===== config.mk =====
export PLATFORM = sky130hd
export DESIGN_NAME = lo_chan_sequencer
export DESIGN_NICKNAME = d
export VERILOG_FILES = /design/src/rtl/lo_seq_pkg.sv /design/src/rtl/lo_next_chan.sv /design/src/rtl/lo_chan_sequencer.sv
export SDC_FILE = /design/constraint.sdc
export NUM_CORES = 1
export LEC_CHECK = 0
export ABC_AREA = 1
export BUFFER_PORTS_ARGS = -buffer_cell sky130_fd_sc_hd__buf_2
export CORE_MARGIN = 3
export CORE_UTILIZATION = 45
export DETAILED_ROUTE_END_ITERATION = 10
export HOLD_SLACK_MARGIN = 0.1
export PLACE_DENSITY = 0.73
export SLEW_MARGIN = 25
export SYNTH_ARGS = -nofsm -noshare
export SYNTH_HDL_FRONTEND = slang
export SYNTH_SLANG_ARGS = --single-unit

===== constraint.sdc =====
create_clock -name clk -period 7.4 [get_ports clk]
set_input_delay 1.48 -clock clk [delete_from_list [all_inputs] [get_ports clk]]
set_output_delay 1.48 -clock clk [all_outputs]
set_load 0.02 [all_outputs]

===== src/rtl/lo_seq_pkg.sv =====
// rtl/lo_seq_pkg.sv - shared constants, LO phase-select code table and FSM states for the LO channel sequencer
package lo_seq_pkg;

    localparam int N_CHAN = 20;
    localparam int CODE_W = 6;
    localparam int CHAN_W = 5;

    // Selects no channel on the downstream one-hot decoder.
    localparam logic [CODE_W-1:0] IDLE_CODE = 6'h00;

    localparam logic [CODE_W-1:0] CODE_TABLE [N_CHAN] = '{
        6'h03, 6'h02, 6'h06, 6'h0D, 6'h0F, 6'h0B, 6'h19, 6'h1F, 6'h1C, 6'h10,
        6'h30, 6'h3C, 6'h3F, 6'h39, 6'h2B, 6'h2F, 6'h2D, 6'h26, 6'h22, 6'h23
    };

    typedef enum logic [1:0] {
        IDLE  = 2'd0,
        GAP   = 2'd1,
        DWELL = 2'd2
    } state_t;

endpackage


===== src/rtl/lo_next_chan.sv =====
// rtl/lo_next_chan.sv - finds the next enabled channel above the current one and the lowest enabled channel
import lo_seq_pkg::*;

module lo_next_chan (
    input  logic [N_CHAN-1:0] mask,
    input  logic [CHAN_W-1:0] cur,
    output logic [CHAN_W-1:0] next_idx,
    output logic [CHAN_W-1:0] low_idx,
    output logic              none_above
);

    // Scan from the top down so the last hit is the smallest qualifying index.
    always_comb begin
        next_idx   = '0;
        low_idx    = '0;
        none_above = 1'b1;
        for (int i = N_CHAN - 1; i >= 0; i--) begin
            if (mask[i]) begin
                low_idx = CHAN_W'(i);
                if (CHAN_W'(i) > cur) begin
                    next_idx   = CHAN_W'(i);
                    none_above = 1'b0;
                end
            end
        end
    end

endmodule


===== src/rtl/lo_chan_sequencer.sv =====
// rtl/lo_chan_sequencer.sv - steps the LO phase-select code through enabled channels; LO_SEQ_GAP_EN adds break-before-make idle gaps
import lo_seq_pkg::*;

module lo_chan_sequencer #(
    parameter int DWELL_W    = 16,
    parameter int GAP_CYCLES = 2
) (
    input  logic               clk,
    input  logic               rst_n,
    input  logic               start_i,
    input  logic               stop_i,
    input  logic               continuous_i,
    input  logic [N_CHAN-1:0]  chan_mask_i,
    input  logic [DWELL_W-1:0] dwell_i,
    output logic [CODE_W-1:0]  code_o,
    output logic [CHAN_W-1:0]  chan_o,
    output logic               busy_o,
    output logic               step_o,
    output logic               sweep_done_o
);

    state_t              state_q, state_d;
    logic [CHAN_W-1:0]   chan_q, chan_d, tgt;
    logic [DWELL_W-1:0]  cnt_q, cnt_d, dwell_q, dwell_d;
    logic [N_CHAN-1:0]   mask_q, mask_d, scan_mask;
    logic [CODE_W-1:0]   code_q, code_d;
    logic                cont_q, cont_d, step_q, step_d;
    logic                enter, sweep_done;
    logic [CHAN_W-1:0]   next_idx, low_idx;
    logic                none_above;

`ifdef LO_SEQ_GAP_EN
    localparam int GAP_W = (GAP_CYCLES > 1) ? $clog2(GAP_CYCLES) : 1;
    localparam logic [GAP_W-1:0] GAP_LOAD = GAP_W'(GAP_CYCLES - 1);
    logic [GAP_W-1:0] gap_q, gap_d;
`endif

    // While idle the lowest channel comes from the live mask so it can be driven one cycle after start.
    assign scan_mask = (state_q == IDLE) ? chan_mask_i : mask_q;

    lo_next_chan u_next_chan (
        .mask       (scan_mask),
        .cur        (chan_q),
        .next_idx   (next_idx),
        .low_idx    (low_idx),
        .none_above (none_above)
    );

    always_comb begin
        state_d    = state_q;
        chan_d     = chan_q;
        cnt_d      = cnt_q;
        mask_d     = mask_q;
        dwell_d    = dwell_q;
        cont_d     = cont_q;
        code_d     = code_q;
        step_d     = 1'b0;
        enter      = 1'b0;
        tgt        = chan_q;
        sweep_done = 1'b0;
`ifdef LO_SEQ_GAP_EN
        gap_d      = gap_q;
`endif
        case (state_q)
            IDLE: begin
                if (start_i && (chan_mask_i != '0)) begin
                    mask_d  = chan_mask_i;
                    dwell_d = dwell_i;
                    cont_d  = continuous_i;
                    enter   = 1'b1;
                    tgt     = low_idx;
                end
            end
            DWELL: begin
                if (cnt_q != '0) begin
                    cnt_d = cnt_q - 1'b1;
                end else if (!none_above) begin
                    enter = 1'b1;
                    tgt   = next_idx;
                end else begin
                    sweep_done = 1'b1;
                    if (cont_q) begin
                        enter = 1'b1;
                        tgt   = low_idx;
                    end else begin
                        state_d = IDLE;
                        chan_d  = '0;
                        code_d  = IDLE_CODE;
                    end
                end
            end
`ifdef LO_SEQ_GAP_EN
            GAP: begin
                if (gap_q != '0) begin
                    gap_d = gap_q - 1'b1;
                end else begin
                    state_d = DWELL;
                    code_d  = CODE_TABLE[chan_q];
                    step_d  = 1'b1;
                    cnt_d   = dwell_q;
                end
            end
`endif
            default: state_d = IDLE;
        endcase

        if (enter) begin
            chan_d = tgt;
`ifdef LO_SEQ_GAP_EN
            state_d = GAP;
            code_d  = IDLE_CODE;
            gap_d   = GAP_LOAD;
`else
            state_d = DWELL;
            code_d  = CODE_TABLE[tgt];
            step_d  = 1'b1;
            cnt_d   = dwell_d;
`endif
        end

        // Abort wins over everything, including a same-cycle start or sweep completion.
        if (stop_i) begin
            state_d    = IDLE;
            chan_d     = '0;
            cnt_d      = '0;
            code_d     = IDLE_CODE;
            step_d     = 1'b0;
            sweep_done = 1'b0;
            mask_d     = mask_q;
            dwell_d    = dwell_q;
            cont_d     = cont_q;
        end
    end

    always_ff @(posedge clk or negedge rst_n) begin
        if (!rst_n) begin
            state_q <= IDLE;
            chan_q  <= '0;
            cnt_q   <= '0;
            mask_q  <= '0;
            dwell_q <= '0;
            cont_q  <= 1'b0;
            code_q  <= IDLE_CODE;
            step_q  <= 1'b0;
`ifdef LO_SEQ_GAP_EN
            gap_q   <= '0;
`endif
        end else begin
            state_q <= state_d;
            chan_q  <= chan_d;
            cnt_q   <= cnt_d;
            mask_q  <= mask_d;
            dwell_q <= dwell_d;
            cont_q  <= cont_d;
            code_q  <= code_d;
            step_q  <= step_d;
`ifdef LO_SEQ_GAP_EN
            gap_q   <= gap_d;
`endif
        end
    end

    assign code_o       = code_q;
    assign chan_o       = chan_q;
    assign busy_o       = (state_q != IDLE);
    assign step_o       = step_q;
    assign sweep_done_o = sweep_done;

endmodule

# Word-level counts from Yosys, hierarchy flattened
# Memory sizes are Yosys's and may differ from the RTL's.
# Cells that the tools add are included.
dict set report word_totals {
  in_bits 41
  romBits 192
  memories 1
  out_inout_bits 14
  register_bits 67
  word_cells 195
}
dict set report classes {
  n_reduce_logical 12
  n_eq_ne 7
  n_addsub 1
  order_cmp 21
  n_bitwise 2
  n_mux 143
}
# memory words width read_ports rd_clocked_by_memory_dff write_ports line_no
set memory_table {}
lappend memory_table {{(name not given)} 32 6 1 0 0 lo_chan_sequencer.sv:115} ;# code_d = CODE_TABLE[tgt];
# operator count
set op_table {}
lappend op_table {{$mux W5} 70}
lappend op_table {{$mux W16} 6}
lappend op_table {{$mux W1} 50}
lappend op_table {{$mux W6} 8}
lappend op_table {{$gt A4 B5 Y1 const A} 8}
lappend op_table {{$gt A3 B5 Y1 const A} 4}
lappend op_table {{$gt A5 B5 Y1 const A} 4}
lappend op_table {{$mux W20} 1}
lappend op_table {{$reduce_bool A20 Y1} 1}
lappend op_table {{$reduce_bool A16 Y1} 1}
lappend op_table {{$sub A16 B1 Y16 const B} 1}
lappend op_table {{$ne A4 B4 Y1 const B} 3}
lappend op_table {{$gt A1 B5 Y1 const A} 2}
lappend op_table {{$gt A2 B5 Y1 const A} 2}
lappend op_table {{$mux W2} 5}
lappend op_table {{$pmux W5 S2} 1}
lappend op_table {{$reduce_bool A3 Y1} 3}
lappend op_table {{$reduce_and A4 Y1} 2}
lappend op_table {{$ge A6 B6 Y1 const B} 1}
lappend op_table {{$ne A3 B3 Y1 const B} 2}
lappend op_table {{$not A5 Y6} 1}
lappend op_table {{$pmux W2 S2} 1}
lappend op_table {{$ne A3 B2 Y1 const B} 1}
lappend op_table {{$reduce_and A3 Y1} 1}
lappend op_table {{7 further kinds} 7}

# Depth between registers and ports, before layout
dict set report logic_depth {
  word_depth 50
  ltp_mapped 35
  depth_no_buf 33
}

# Modules after synthesis
# Synthesis repeated with hierarchy kept, for this count alone.
dict set report hier_totals {
  hier_cells 726
  area_unflattened_um2 4808.4
}
# mod seq_area_each_um2 cells_per_inst n_inst area_each_um2
set by_module_without_submodules {}
lappend by_module_without_submodules {lo_chan_sequencer 1651.6 565 1 4073.9}
lappend by_module_without_submodules {lo_next_chan 0.0 161 1 734.5}

# Least setup slack after synthesis
# Ideal clock, no wire load.
dict set report synth_timing {
  path_kind {input port to output port}
  startpoint {in chan_mask_i[15]}
  endpoint {out sweep_done_o}
  arrival_ps 2890
  cell_stages 8
  required_time_ps 5920
  path_slack_ps 3030
  path_buffers 0
  cell_sequence {o21ai_2 > nor2_1 > nand2_1 > o21a_2 > nand3_4 > nor3_4 > nand3_4 > nor4_1}
}
dict set report synth_via {
  elab_chain_len 36
}
# item line_no
set synth_lines {}
lappend synth_lines {{start, declared} lo_chan_sequencer.sv:13} ;# input logic [N_CHAN-1:0] chan_mask_i,
lappend synth_lines {{$mux W20 *} lo_chan_sequencer.sv:39} ;# assign scan_mask = (state_q == IDLE) ? chan_mask_i : mask_q;
lappend synth_lines {{$mux W1 *} lo_next_chan.sv:18} ;# if (mask[i]) begin
lappend synth_lines {{$mux W1} lo_next_chan.sv:20} ;# if (CHAN_W'(i) > cur) begin
lappend synth_lines {{$mux W1 *} lo_next_chan.sv:18}
lappend synth_lines {{$mux W1} lo_next_chan.sv:20}
lappend synth_lines {{$mux W1 *} lo_next_chan.sv:18}
lappend synth_lines {{$mux W1} lo_next_chan.sv:20}
lappend synth_lines {{$mux W1 *} lo_next_chan.sv:18}
lappend synth_lines {{[20 not listed]} --}
lappend synth_lines {{$mux W1} lo_next_chan.sv:20}
lappend synth_lines {{$mux W1 *} lo_next_chan.sv:18}
lappend synth_lines {{$mux W1} lo_next_chan.sv:20}
lappend synth_lines {{$mux W1 *} lo_next_chan.sv:18}
lappend synth_lines {{$mux W1 *} lo_chan_sequencer.sv:77} ;# end else if (!none_above) begin
lappend synth_lines {{$mux W1 *} lo_chan_sequencer.sv:75} ;# if (cnt_q != '0) begin
lappend synth_lines {{$mux W1 *} lo_chan_sequencer.sv:64} ;# case (state_q)
lappend synth_lines {{$mux W1 *} lo_chan_sequencer.sv:122} ;# if (stop_i) begin
lappend synth_lines {{end, declared} lo_chan_sequencer.sv:19} ;# output logic sweep_done_o
# Mark *: on every way between the ends. The rest lies on a longest branch, timed or not.

# Worst setup path in the final report
# Ends and elaborated chain as after synthesis.

==> metrics.txt <==
# TYPE chip_impl_metric gauge
chip_impl_info{name="run_status",value="completed"} 1
chip_impl_info{name="timing.critical_path.cells",value="buf_2 > o21ai_2 > nor2_1 > nand2_1 > o21a_2 > nand3_4 > nor3_4 > nand3_4 > nor4_1 > buf_2"} 1
chip_impl_info{name="worst_r2r_endpoint",value="code_o[2]$_DFFE_PN0P_"} 1
chip_impl_metric{name="synthesis.area_per_instance",unit="µm²"} 7.024
chip_impl_metric{name="cts_bufs_inserted",unit=""} 9
chip_impl_metric{name="antenna_left",unit=""} 0
chip_impl_metric{name="rows",unit=""} 36
chip_impl_metric{name="worst_relative_slew_slack",unit="%"} 42.86
chip_impl_metric{name="syn_to_final_growth",unit="%"} 10.85
chip_impl_metric{name="max_clock_freq",unit="MHz"} 222.2
chip_impl_metric{name="nNetsFinal",unit=""} 764
chip_impl_metric{name="floorplan.die_area",unit="µm²"} 11770
chip_impl_metric{name="worst-endpoint-required",unit="ps"} 5920
chip_impl_metric{name="global_route.overflow_total",unit=""} 0
chip_impl_metric{name="timing.critical_path.buf_inv",unit=""} 2
chip_impl_info{name="holdCritPathClass",value="flip-flop to flip-flop"} 1
chip_impl_metric{name="powerDensity",unit="nW/µm²"} 234.9
chip_impl_info{name="synth.largest_area_cell",value="sky130_fd_sc_hd__dfrtp_1"} 1
chip_impl_info{name="grt_busiest_layer",value="met2"} 1
chip_impl_info{name="critPathCaptureType",value="output port"} 1
chip_impl_metric{name="final.fill_count",unit=""} 1014
chip_impl_metric{name="wirelength",unit="µm"} 12430
chip_impl_metric{name="gp_routability_congestion",unit=""} 1.004
chip_impl_metric{name="fin_setup_tns",unit="ps"} 0
chip_impl_metric{name="final-hold-violation-count",unit=""} 0
chip_impl_metric{name="grt.met3_usage",unit="%"} 5.254
chip_impl_metric{name="crit_arrival",unit="ps"} 3020
chip_impl_metric{name="final_max_slew_viol_count",unit=""} 0
chip_impl_metric{name="cp_num_cells",unit=""} 10
chip_impl_metric{name="final_setup_violation_count",unit=""} 0
chip_impl_metric{name="number_of_sinks_driven_by_the_clock_tree",unit=""} 66
chip_impl_info{name="critical-path-slowest-cell",value="sky130_fd_sc_hd__nor4_1"} 1
chip_impl_metric{name="clkTransAtPathRegs",unit="ps"} 90
chip_impl_metric{name="cts_hold_buffers",unit=""} 0
chip_impl_metric{name="number_of_remaining_drc_errors",unit=""} 0
chip_impl_metric{name="wire_length_of_the_first_global_routing_pass",unit="µm"} 20680
chip_impl_metric{name="clock_tree.htree_level_count",unit=""} 3
chip_impl_metric{name="postSynthNetCount",unit=""} 720
chip_impl_info{name="worstReg2RegStart",value="state_q[1]$_DFFE_PN0P_"} 1
chip_impl_metric{name="synth_enable_flop_cells",unit=""} 0
chip_impl_metric{name="slowest_delay",unit="ps"} 290
chip_impl_metric{name="grtUsageMet2",unit="%"} 35.97
chip_impl_metric{name="max_slew.worst_pin.slew",unit="ps"} 857.1
chip_impl_info{name="cell_class_contributing_the_biggest_share_of_worst_path_delay",value="simple AND/OR/NAND/NOR gates"} 1
chip_impl_metric{name="core",unit="µm²"} 10000
chip_impl_info{name="clock-root-buffer",value="sky130_fd_sc_hd__clkbuf_8"} 1
chip_impl_metric{name="fin_worst_skew",unit="ps"} 24.74
chip_impl_metric{name="share_of_the_cycle_needed_by_the_critical_path_after_routing",unit="%"} 60.83
chip_impl_metric{name="first_global_vias",unit=""} 4240
chip_impl_metric{name="drive_above_1_share",unit="%"} 17.59
chip_impl_metric{name="clock_latency",unit="ps"} 360
chip_impl_metric{name="drt_iter0_markers",unit=""} 246
chip_impl_metric{name="floorplan.initialDensity",unit="%"} 47.27
chip_impl_metric{name="timing.reg2reg.worst_path_depth",unit=""} 25
chip_impl_metric{name="cts.repair_timing.setup_buffer_count",unit=""} 0
chip_impl_metric{name="peakVddDrop",unit="mV"} 0.1364
chip_impl_metric{name="period_needed",unit="ps"} 4501
chip_impl_info{name="critPathKind",value="input port to output port"} 1
chip_impl_metric{name="placement.setup.worst_slack",unit="ps"} 2891
chip_impl_metric{name="design_power_total",unit="mW"} 1.231
chip_impl_metric{name="n_antenna_cell",unit=""} 0
chip_impl_metric{name="cellLeakagePower",unit="nW"} 2.656
chip_impl_metric{name="clock_tree.buffer_depth",unit=""} 2
chip_impl_metric{name="boundaryPins",unit=""} 55
chip_impl_info{name="yosys_most_used_dff",value="sky130_fd_sc_hd__dfrtp_1"} 1
chip_impl_metric{name="detailroute.via_count",unit=""} 4510
chip_impl_metric{name="setup.reg_to_reg.worst_slack",unit="ps"} 3750
chip_impl_metric{name="ff_latch_area",unit="µm²"} 1652
chip_impl_metric{name="yosys_register_bits",unit=""} 66
chip_impl_metric{name="ctsResizeCount",unit=""} 0
chip_impl_metric{name="grt_util_met1",unit="%"} 29.92
chip_impl_metric{name="synth_async_sr_flop_share",unit="%"} 100.0
chip_impl_metric{name="floorplan.die.height",unit="µm"} 108.5
chip_impl_metric{name="max-cap-violations",unit=""} 0
chip_impl_metric{name="placement.io_buffers",unit=""} 54
chip_impl_metric{name="postLayoutCoreUtil",unit="%"} 52.40
chip_impl_metric{name="ys.warnings.count",unit=""} 0
chip_impl_metric{name="synth.lib_cells_used.distinct",unit=""} 51
chip_impl_metric{name="netlist_area",unit="µm²"} 4727
chip_impl_metric{name="die_width",unit="µm"} 108.5
chip_impl_metric{name="critPathMaxFanout",unit=""} 7
chip_impl_metric{name="wire_per_inst",unit="µm"} 14.54
chip_impl_metric{name="grt_max_degree",unit=""} 67
chip_impl_info{name="post_synth_main_area_contributors",value="sky130_fd_sc_hd__dfrtp_1 (35%), sky130_fd_sc_hd__nand2_1 (15%), sky130_fd_sc_hd__o21ai_0 (6.8%)"} 1
chip_impl_info{name="startpoint",value="chan_mask_i[15]"} 1
chip_impl_info{name="tritoncts",value="yes"} 1
chip_impl_metric{name="grt_antenna_before_repair",unit=""} 0
chip_impl_metric{name="synth_sequential_area_ratio",unit="%"} 34.94
chip_impl_info{name="setup_repair_after_global_routing_missed_its_margin",value="false"} 1
chip_impl_metric{name="multiInputGateArea",unit="µm²"} 2557
chip_impl_info{name="setup.worst_path.end",value="sweep_done_o"} 1
chip_impl_metric{name="synth.top_cell.area_share",unit="%"} 34.94
chip_impl_metric{name="postSynthCellCount",unit=""} 673
chip_impl_metric{name="gr-usage-all-layers",unit="%"} 22.21
chip_impl_metric{name="drt_pass1_iterations",unit=""} 5
chip_impl_metric{name="post_drt_via_cell_ratio",unit=""} 5.275
chip_impl_metric{name="final.setup.worst_slack",unit="ps"} 2899
chip_impl_info{name="critical_path.startpoint_type",value="input port"} 1
chip_impl_metric{name="dp.final_hpwl",unit="µm"} 9077
power by group:
group | switching (mW) | internal [mW]
logic | 0.274 | 0.149
clock network | 0.158 | 0.167
registers | 0.0563 | 0.427
area by class of cell:
class | count | share of cell area, %
Clock buffer | 11 | 2.698
Clock inverter | 5 | 1.194
Inverter | 96 | 7.020
Multi-Input combinational cell | 487 | 48.81
Sequential cell | 66 | 31.52
Tap cell | 133 | 3.176
Timing Repair Buffer | 57 | 5.587
layer usage:
metal / vias up / share of wire [%]
met3: 15 / 7.4
met5: - / 0
li1: 2274 / -
met4: 0 / 1.4
met2: 153 / 46
met1: 2068 / 45
state kept, by name, indices dropped and copies added, names as in the netlist:
name     flops
step_o       1
state_q      1
cont_q       1
mask_q      20
dwell_q     16
chan_o       5
code_o       6
cnt_q       16
cell families (layout without fill, tap and decap cells):
logic type	Yosys count	after routing	synth area share, %
and+or+nand+nor	313	313	29.59
AOI/OAI and AO/OA	151	151	19.22
buffers and inverters	120	169	11.12
DFF	66	66	34.94
xor gates and xnor gates	9	9	1.668
muxes	8	8	1.879
adders and majority gates	6	6	1.588
worst min-delay path, cell delays in order, from the launching register on:
cell and delay [ps]:
sky130_fd_sc_hd__dfrtp_1 350, sky130_fd_sc_hd__nand2_1 50, sky130_fd_sc_hd__o21ai_0 60
stage by stage:
stage / area [µm²] / hold slack (ps) / instances
6_report: 5240 / 485.5 / 855
3_3_place_gp: 5031 / 462.8 / 839
4_1_cts: 5235 / 490.6 / 855
5_1_grt: 5240 / 509.3 / 855
3_5_place_dp: 5031 / 468.8 / 839
2_1_floorplan: 4727 / 445.5 / 673
how the worst min path moves through the flow:
stage	start	end	slack [ps]	depth (start not counted)
6_report	dwell_q[10]$_DFFE_PN0N_	dwell_q[10]$_DFFE_PN0N_	490	2
5_1_grt	mask_q[0]$_DFFE_PN0P_	mask_q[0]$_DFFE_PN0P_	510	2
4_1_cts	dwell_q[10]$_DFFE_PN0N_	dwell_q[10]$_DFFE_PN0N_	490	2
3_5_place_dp	dwell_q[10]$_DFFE_PN0N_	dwell_q[10]$_DFFE_PN0N_	470	2
3_3_place_gp	dwell_q[2]$_DFFE_PN0N_	dwell_q[2]$_DFFE_PN0N_	460	2
2_1_floorplan	mask_q[12]$_DFFE_PN0P_	mask_q[12]$_DFFE_PN0P_	450	2
synth_stat cells (9+ instances only):
cell and count:
sky130_fd_sc_hd__a31oi_1 9, sky130_fd_sc_hd__a21oi_1 21, sky130_fd_sc_hd__dfrtp_1 66, sky130_fd_sc_hd__nand2_1 187, sky130_fd_sc_hd__nor2_1 58, sky130_fd_sc_hd__o21ai_1 17
sky130_fd_sc_hd__o211ai_1 9, sky130_fd_sc_hd__inv_1 82, sky130_fd_sc_hd__nand3_1 16, sky130_fd_sc_hd__clkbuf_1 9, sky130_fd_sc_hd__o21ai_0 64, sky130_fd_sc_hd__nand4_1 9
sky130_fd_sc_hd__inv_2 11
cell usage in the layout (no fill, tap or decap), types with 3 or more instances in the layout:
cell type                  instances
sky130_fd_sc_hd__nor3_1            6
sky130_fd_sc_hd__a22oi_1           3
sky130_fd_sc_hd__buf_4             3
sky130_fd_sc_hd__inv_2            11
sky130_fd_sc_hd__clkbuf_8         10
sky130_fd_sc_hd__nand4_1           9
sky130_fd_sc_hd__nand3_1          16
sky130_fd_sc_hd__o22ai_1           6
sky130_fd_sc_hd__dfrtp_1          66
sky130_fd_sc_hd__nor2_1           58
sky130_fd_sc_hd__or2_1             8
sky130_fd_sc_hd__o21a_1            3
sky130_fd_sc_hd__xor2_1            7
sky130_fd_sc_hd__o211ai_1          9
sky130_fd_sc_hd__o21ai_2           8
sky130_fd_sc_hd__o21ai_1          17
sky130_fd_sc_hd__nand2_1         186
sky130_fd_sc_hd__nand2_2           7
sky130_fd_sc_hd__a31oi_1           9
sky130_fd_sc_hd__o21ai_0          64
sky130_fd_sc_hd__inv_1            82
sky130_fd_sc_hd__buf_2            54
sky130_fd_sc_hd__mux2_2            7
sky130_fd_sc_hd__nor4_1            5
sky130_fd_sc_hd__ha_1              6
sky130_fd_sc_hd__nor2_2            5
sky130_fd_sc_hd__a21oi_1          21
Note: power is estimated with default switching activity, not from simulation.
